===== src/rtl/morse_entry.sv =====
// Player-entry accumulator: collects dot/line symbols into a right-aligned code
// word, judges it against target and tracks failed attempts up to a lockout.
// Optional feature: define MORSE_ENTRY_UNDO_EN to enable the undo input.
//
// state  | meaning
// ENTRY  | accepting symbols, word not yet full
// FULL   | MAX_SYMS held; further symbols are dropped and set overflow
// LOCKED | MAX_ATTEMPTS consecutive wrong judgements; frozen until reset
module morse_entry #(
  parameter int MAX_SYMS     = 5,
  parameter int CNT_W        = 3,
  parameter int ATTEMPT_W    = 2,
  parameter int MAX_ATTEMPTS = 3
) (
  input  logic                  clock,
  input  logic                  resetn,
  input  logic                  ld_dot,
  input  logic                  ld_line,
  input  logic                  undo,
  input  logic                  done_input,
  input  logic [2*MAX_SYMS-1:0] target,
  output logic [2*MAX_SYMS-1:0] q,
  output logic [CNT_W-1:0]      sym_count,
  output logic                  overflow,
  output logic                  result_valid,
  output logic                  correct,
  output logic [ATTEMPT_W-1:0]  attempts,
  output logic                  locked
);

  localparam int W = 2 * MAX_SYMS;
  localparam logic [CNT_W-1:0]     CNT_MAX = CNT_W'(MAX_SYMS);
  localparam logic [ATTEMPT_W-1:0] ATT_MAX = ATTEMPT_W'(MAX_ATTEMPTS);

  typedef enum logic [1:0] {ENTRY, FULL, LOCKED} state_t;

  state_t               state, state_nx;
  logic [W-1:0]         q_nx;
  logic [CNT_W-1:0]     cnt_nx;
  logic                 ovf_nx, rv_nx, cor_nx;
  logic [ATTEMPT_W-1:0] att_nx;
  logic                 sym_ok, match;
  logic [1:0]           sym;

`ifndef MORSE_ENTRY_UNDO_EN
  logic unused_undo;
  assign unused_undo = undo;
`endif

  assign sym_ok = ld_dot ^ ld_line;
  assign sym    = ld_line ? 2'b11 : 2'b01;
  assign match  = (q == target) && !overflow;
  assign locked = (state == LOCKED);

  always_comb begin
    state_nx = state;
    q_nx     = q;
    cnt_nx   = sym_count;
    ovf_nx   = overflow;
    rv_nx    = 1'b0;
    cor_nx   = correct;
    att_nx   = attempts;
    case (state)
      ENTRY, FULL: begin
        // done has priority; a symbol or undo in the same cycle is lost
        if (done_input) begin
          rv_nx    = 1'b1;
          cor_nx   = match;
          q_nx     = '0;
          cnt_nx   = '0;
          ovf_nx   = 1'b0;
          state_nx = ENTRY;
          if (match) begin
            att_nx = '0;
          end else begin
            if (attempts < ATT_MAX) att_nx = attempts + 1'b1;
            if (att_nx == ATT_MAX) state_nx = LOCKED;
          end
        end else if (sym_ok) begin
          if (state == FULL) begin
            ovf_nx = 1'b1;
          end else begin
            q_nx   = {q[W-3:0], sym};
            cnt_nx = sym_count + 1'b1;
            if (cnt_nx == CNT_MAX) state_nx = FULL;
          end
        end
`ifdef MORSE_ENTRY_UNDO_EN
        else if (undo && (sym_count != '0)) begin
          q_nx     = q >> 2;
          cnt_nx   = sym_count - 1'b1;
          state_nx = ENTRY;
        end
`endif
      end
      default: ;
    endcase
  end

  always_ff @(posedge clock) begin
    if (!resetn) begin
      state        <= ENTRY;
      q            <= '0;
      sym_count    <= '0;
      overflow     <= 1'b0;
      result_valid <= 1'b0;
      correct      <= 1'b0;
      attempts     <= '0;
    end else begin
      state        <= state_nx;
      q            <= q_nx;
      sym_count    <= cnt_nx;
      overflow     <= ovf_nx;
      result_valid <= rv_nx;
      correct      <= cor_nx;
      attempts     <= att_nx;
    end
  end

endmodule


===== config.mk =====
export PLATFORM = sky130hd
export DESIGN_NAME = morse_entry
export DESIGN_NICKNAME = d
export VERILOG_FILES = /design/src/rtl/morse_entry.sv
export SDC_FILE = /design/constraint.sdc
export NUM_CORES = 1
export LEC_CHECK = 0
export CAP_MARGIN = 20
export CORE_MARGIN = 2
export CORE_UTILIZATION = 27
export CTS_CLUSTER_SIZE = 16
export DETAILED_ROUTE_END_ITERATION = 8
export PLACE_DENSITY = 0.51
export SETUP_SLACK_MARGIN = 0.1
export SYNTH_ARGS = -nofsm -noshare
export SYNTH_HDL_FRONTEND = slang
export SYNTH_SLANG_ARGS = --single-unit

===== constraint.sdc =====
create_clock -name clock -period 1.7 [get_ports clock]
set_clock_uncertainty 0.05 [all_clocks]
set_input_delay 0.17 -clock clock [delete_from_list [all_inputs] [get_ports clock]]
set_output_delay 0.17 -clock clock [all_outputs]
set_load 0.03 [all_outputs]

==> metrics.csv, run 1 <==
stage,metric,value,unit
place,Detail Placement HPWL,1860,µm
worst_setup_path,CP Capture Type,output pin,
worst_setup_path,critical register-to-register path endpoint,attempts[0],
routing,DR WL/cell,12.2,µm
logic_synthesis,Post-synth EDFFs,0,
worst_setup_path,WP depth,1,
sta,FMAX,650,MHz
grt,first-pass GRT wire length,3940,µm
sta,Final Hold Slack,387,ps
job,MaxCap Viol Count,0,
worst_setup_path,CP top delay family,buffers and inverters,
logic_synthesis,list of most frequent post-synthesis cells,"20 x dfxtp_1, 15 x nand2_1, 10 x mux2i_1, 10 x nand3b_1, 10 x xor2_1",
worst_setup_path,"Req. time, crit path",1480,ps
clock_tree,clk_lat worst skew,260,ps
sta,crit path time final,1540,ps
worst_hold_path,worst hold path type,flip-flop to flip-flop,
logic_synthesis,"Top FF cell, synth",dfxtp_1,
finish,FF/Latch Area,400,µm²
place,Placed Area,1470,µm²
worst_setup_path,critical-path cell list,clkdlybuf4s50_1,
logic_synthesis,YS warnings,0,
finish,# diodes,0,
sta,setup TNS,0,ps
finish,Layout Nets,171,
worst_setup_path,Worst Setup SP,attempts[1],
worst_setup_path,Worst Setup Start Kind,flip-flop,
logic_synthesis,Yosys top cell by area,dfxtp_1,
logic_synthesis,cell count after synthesis,111,
routing,vias per inst,4.56,
pwr,Leakage,0.772,nW
grt,pin count of the biggest net entering global routing,15,
grt,overall routing resource usage,11.9,%
pwr,peak supply drop,0.000361,V
worst_setup_path,"setup slack, reg-to-reg",260,ps
sta,Rel. slew slack,70.1,%
finish,Fillers,373,
floorplan,die area,4320,µm²
routing,Routed Wire Length,2430,µm
floorplan,Ports,35,
logic_synthesis,Mapped Avg Cell Area,9.28,µm²
pwr,PwrDens,709,nW/µm²
logic_synthesis,count of cell types in the netlist,32,
sta,Slew Limit Fails,0,
routing,Via Count,911,
floorplan,Rows,22,
finish,share of layout cells above drive strength 1,10.5,%
clock_tree,CTS tree,built,
logic_synthesis,most numerous cell in the Yosys netlist,dfxtp_1,
floorplan,Initial Utilization,28.1,%
clock_tree,Clock Sinks,20,
logic_synthesis,sequential area share after synthesis,38.9,%
grt,initial antenna violation count,0,
logic_synthesis,Synthesized Nets,129,
clock_tree,CTS H-tree depth,1,
worst_setup_path,Worst path slowest cell,clkdlybuf4s50_1,
place,I/O Buffers,33,
worst_setup_path,"Buf+Inv Stages, Crit Path",1,
finish,design area,1540,µm²
worst_setup_path,worst reg2reg startpoint,q[2],
sta,Fin. Hold Viols,0,
grt,vias in the first global route,861,
clock_tree,register clock-pin slew on the reported worst setup and hold paths,80,ps
floorplan,Core Box Area,3660,µm²
clock_tree,clock buffer depth,2,
sta,final-report setup violation count,0,
logic_synthesis,Synth top area share,38.9,%
logic_synthesis,"Async S/R FF share, synth",0,%
routing,DRT Pass-1 Iters,4,
grt,Overflow after GRT,0,
floorplan,die height,65.8,µm
logic_synthesis,synthesized area,1030,µm²
sta,RSZ-0062 raised after global routing,no,
sta,Final Cycle Share,90.5,%
status,status,finished clean,
clock_tree,CTS buffer count,3,
routing,drt first-iter violations,23,
sta,Least-Margin Pin Slew,444,ps
worst_setup_path,CP Capture Point,attempts[1],
place,RePlAce Congestion,0.768,
worst_setup_path,kind of critical path,flip-flop to output pin,
pwr,Pwr Total,1.09,mW
logic_synthesis,post-synthesis register bit count,20,
worst_setup_path,crit path DAT,1320,ps
worst_setup_path,max incr delay on CP,680,ps
worst_setup_path,CP Max Fanout,4,
routing,remaining routing DRC violations,0,
clock_tree,clock root buffer,clkbuf_8,
finish,Layout area overhead,49.2,%
logic_synthesis,top post-synthesis cells by area,"dfxtp_1 39%, mux2i_1 9.7%, xor2_1 8.5%",
finish,multi-input logic area,572,µm²
routing,antenna-violating nets left,0,
worst_setup_path,R2R cell count,4,
floorplan,Die Wd,65.8,µm
[worst min path at each step]
stage | end | start | cells after the start | slack, ps
2_1_floorplan | overflow | resetn | 2 | 280
3_3_place_gp | correct | correct | 2 | 380
3_5_place_dp | correct | correct | 2 | 380
4_1_cts | correct | correct | 2 | 390
5_1_grt | correct | correct | 2 | 410
6_report | correct | correct | 2 | 390
[through the flow]
stage | worst slack [ps] | utilization (%) | instances
final | 162 | 42.0 | 200
after global placement | 50.8 | 40.0 | 196
after floorplan | 198 | - | 111
after CTS | 104 | 41.4 | 200
after global routing | 103 | 42.0 | 200
after detailed placement | 20.0 | 40.0 | 196
[sequential cells by signal, indices dropped and copies added (netlist names)]
| register | flops |
|---|---|
| sym_count | 3 |
| overflow | 1 |
| correct | 1 |
| result_valid | 1 |
| q | 10 |
| attempts | 2 |
| state | 2 |
[layout by cell type (no fill, tap or decap), types with 2 or more instances in the layout]
master,n
nand2_1,15
buf_4,9
dfxtp_1,20
dlymetal6s2s_1,8
a31oi_1,2
xor2_1,10
nor2b_1,3
nand3b_1,10
a21oi_1,2
clkbuf_8,4
clkdlybuf4s50_1,22
dlygate4sd2_1,3
o21ai_1,2
inv_1,4
nand4_1,2
xnor2_1,2
o21a_1,3
nor2_1,5
ha_1,2
nor4_2,2
mux2i_1,10
[layer usage]
layer | share of wire, % | global-route usage (%) | up-vias | wire length [µm]
li1 | - | - | 465 | -
met1 | 51 | 17.5 | 421 | 1250
met2 | 44 | 17.0 | 23 | 1070
met3 | 4.5 | 2.74 | 2 | 110
met4 | 0.29 | 3.13 | 0 | 7
met5 | 0 | 0 | - | 0
[where the power goes]
group          internal, mW  leakage [nW]  total, mW  switching [mW]
Clock                 0.206        0.0288      0.372           0.166
Combinational         0.115         0.581      0.222           0.107
Sequential            0.482         0.162      0.495          0.0130
Total                 0.803         0.772       1.09           0.286
[area by class of cell]
type                    count  area share [%]
multi-input cells          81            37.2
well taps                  48            3.91
repair buffers             43            28.3
clock buffers               4            3.58
flip-flops and latches     20            26.1
inverters                   4           0.977
[cell families (layout without fill, tap and decap cells)]
logic type | count (synthesis) | after routing | synth area share, %
AOI/OAI and AO/OA | 13 | 13 | 8.63
xor gates and xnor gates | 12 | 12 | 10.2
adders and majority gates | 2 | 2 | 2.43
buffers and inverters | 10 | 51 | 5.59
DFF | 20 | 20 | 38.9
muxes | 10 | 10 | 9.72
and+or+nand+nor | 44 | 44 | 24.5
[what timing repair did]
action                                 CTS  global route
buffers inserted                         0             0
gates resized for setup                  3             8
pin swaps                                0             0
setup endpoints to repair                3             8
hold buffers                             0             0
endpoints found under the hold margin    0             0
Power figures use the tool's default switching activity.
==> run 2: changes to the inputs <==
--- a/config.mk
+++ b/config.mk
@@ -12,6 +12,7 @@
 export DETAILED_ROUTE_END_ITERATION = 8
 export PLACE_DENSITY = 0.51
 export SETUP_SLACK_MARGIN = 0.1
+export SKIP_LAST_GASP = 1
 export SYNTH_ARGS = -nofsm -noshare
 export SYNTH_HDL_FRONTEND = slang
 export SYNTH_SLANG_ARGS = --single-unit
==> results of run 2 <==
The final DEF is identical to that of run 1; final timing and power are the same.
==> run 3: changes to the inputs <==
==> constraint.sdc (replaced) <==
create_clock -name clock -period 1.7 [get_ports clock]
set_clock_uncertainty 0.05 [all_clocks]
set_input_delay 0.17 -clock clock [delete_from_list [all_inputs] [get_ports clock]]
set_output_delay 0.17 -clock clock [all_outputs]
set_load 0.02 [all_outputs]
==> run 3 against run 2 <==
  * Sequential power barely moved
  * Via count fell by 0.99%
  * Final cell count did not move
  * Worst setup slack improved by 9.6 ps
  * Highest routed layer unchanged
  * Register-to-register slack barely moved
  * Die area did not move
  * Fmax rose by 0.63%
  * Sequential cell count did not move
==> metrics.csv, run 3 (synthesized netlist as in run 1, its figures left out) <==
stage,metric,value,unit
status,status,finished clean,
clock_tree,register clock-pin slew on the reported worst setup and hold paths,80,ps
place,RePlAce Congestion,0.768,
clock_tree,CTS buffer count,3,
worst_setup_path,crit path DAT,1310,ps
pwr,Internal,805,µW
worst_setup_path,kind of critical path,flip-flop to output pin,
routing,Via Count,902,
finish,Largest regs,"q (10), sym_count (3)",
clock_tree,Clock Sinks,20,
worst_setup_path,critical-path cell list,clkdlybuf4s50_1,
pwr,Clk network pwr share,34.0,%
sta,Rel. slew slack,69.4,%
pwr,Leakage,0.618,nW
grt,first-pass GRT wire length,3940,µm
worst_setup_path,CP Max Fanout,4,
floorplan,Die Wd,65.8,µm
place,Detail Placement HPWL,1860,µm
sta,Final Hold Slack,387,ps
floorplan,Ports,35,
floorplan,die height,65.8,µm
pwr,Sw Ratio,25.0,%
floorplan,Core Box Area,3660,µm²
pwr,Seq pwr share,46.2,%
finish,Layout Nets,171,
worst_hold_path,worst hold path type,flip-flop to flip-flop,
pwr,peak supply drop,0.000348,V
finish,share of layout cells above drive strength 1,10.5,%
floorplan,Initial Utilization,28.1,%
routing,DRT Pass-1 Iters,4,
routing,vias per inst,4.51,
pwr,Net Sw Power,268,µW
finish,max reg flops,10,
routing,remaining routing DRC violations,0,
worst_setup_path,"Req. time, crit path",1480,ps
floorplan,Rows,22,
clock_tree,clock root buffer,clkbuf_8,
sta,Fin. Hold Viols,0,
worst_setup_path,"Buf+Inv Stages, Crit Path",1,
finish,# diodes,0,
routing,DR WL/cell,11.9,µm
sta,crit path time final,1530,ps
finish,Fillers,372,
clock_tree,clock buffer depth,2,
finish,"commonest cells after routing, fill and taps aside","32 x clkdlybuf4s50_1, 20 x dfxtp_1, 15 x nand2_1",
sta,setup TNS,0,ps
place,I/O Buffers,33,
routing,antenna-violating nets left,0,
sta,Least-Margin Pin Slew,455,ps
worst_setup_path,CP top delay family,buffers and inverters,
clock_tree,CTS H-tree depth,1,
pwr,share of power burned in combinational logic,19.9,%
grt,Overflow after GRT,0,
worst_setup_path,Worst path slowest cell,clkdlybuf4s50_1,
floorplan,die area,4320,µm²
job,MaxCap Viol Count,0,
sta,Final Cycle Share,89.9,%
clock_tree,clk_lat worst skew,260,ps
routing,Routed Wire Length,2380,µm
grt,vias in the first global route,861,
sta,RSZ-0062 raised after global routing,no,
worst_setup_path,worst reg2reg startpoint,q[2],
worst_setup_path,Worst Setup SP,q[6],
clock_tree,Post-CTS Setup Inserts,0,
sta,Slew Limit Fails,0,
worst_setup_path,Worst Setup Start Kind,flip-flop,
clock_tree,CTS tree,built,
grt,overall routing resource usage,11.9,%
worst_hold_path,Hold Startpoint,correct,
sta,FMAX,654,MHz
pwr,PwrDens,706,nW/µm²
finish,Layout area overhead,47.5,%
clock_tree,# hold bufs at CTS,0,
worst_setup_path,max incr delay on CP,640,ps
routing,drt first-iter violations,20,
grt,pin count of the biggest net entering global routing,15,
sta,final-report setup violation count,0,
pwr,Pwr Total,1.07,mW
grt,initial antenna violation count,0,
worst_setup_path,CP Capture Type,output pin,
finish,"most common cell after layout, fill and taps aside",clkdlybuf4s50_1,
finish,Biggest register,q,
[run 3: cell types whose count changed in the layout (fill, tap and decap cells not counted), sizes merged]
| cell | change |
|---|---|
| dlygate4sd2 | -2 |
| clkdlybuf4s50 | +10 |
| dlymetal6s2s | -8 |
[run 3: worst register-to-register path: stages, from the launching register on]
cell     delay, ps
dfxtp_1        350
xor2_1         190
nor4_2         410
a31oi_1        140
o21a_1         200
[run 3: cell type report]
cell class / instances / area, µm² / area share [%]
multi-input cells: 81 / 572 / 37.6
inverters: 4 / 15.0 / 0.988
well taps: 48 / 60.1 / 3.95
repair buffers: 43 / 417 / 27.4
flip-flops and latches: 20 / 400 / 26.4
clock buffers: 4 / 55.1 / 3.62
[run 3: metrics by stage]
| stage | setup WS (ps) | util, % | area (µm²) | instances |
|---|---|---|---|---|
| 5_1_grt | 120 | 41.5 | 1520 | 200 |
| 3_3_place_gp | 50.8 | 40.0 | 1470 | 196 |
| 6_report | 171 | 41.5 | 1520 | 200 |
| 4_1_cts | 152 | 41.5 | 1520 | 200 |
| 3_5_place_dp | 20.0 | 40.0 | 1470 | 196 |
| 2_1_floorplan | 275 | - | 1030 | 111 |
[run 3: metal layers]
metal	up-vias	GRT usage, %	wire length, µm
met4	0	3.13	7
met2	23	17.0	1010
li1	464	-	-
met3	2	2.74	115
met5	-	0	0
met1	413	17.5	1240
[run 3: repair_timing]
action	CTS	global route
setup endpoints to repair	1	0
hold endpoints to repair	0	0
resized for setup	1	0
[run 3: power by group through the flow]
stage | clock (mW) | sequential (mW) | combinational [mW]
4_1_cts | 0.380 | 0.496 | 0.215
5_1_grt | 0.399 | 0.498 | 0.230
2_1_floorplan | 0 | 0.520 | 0.101
3_5_place_dp | 0 | 0.507 | 0.215
3_3_place_gp | 0 | 0.506 | 0.214
6_report | 0.364 | 0.495 | 0.213
[run 3: worst paths after layout]
check	slack, ps	cells past startpoint	end
max	170	1	q[6]
min	390	2	correct
max reg2reg	260	4	attempts[0]
min reg2reg	390	2	correct
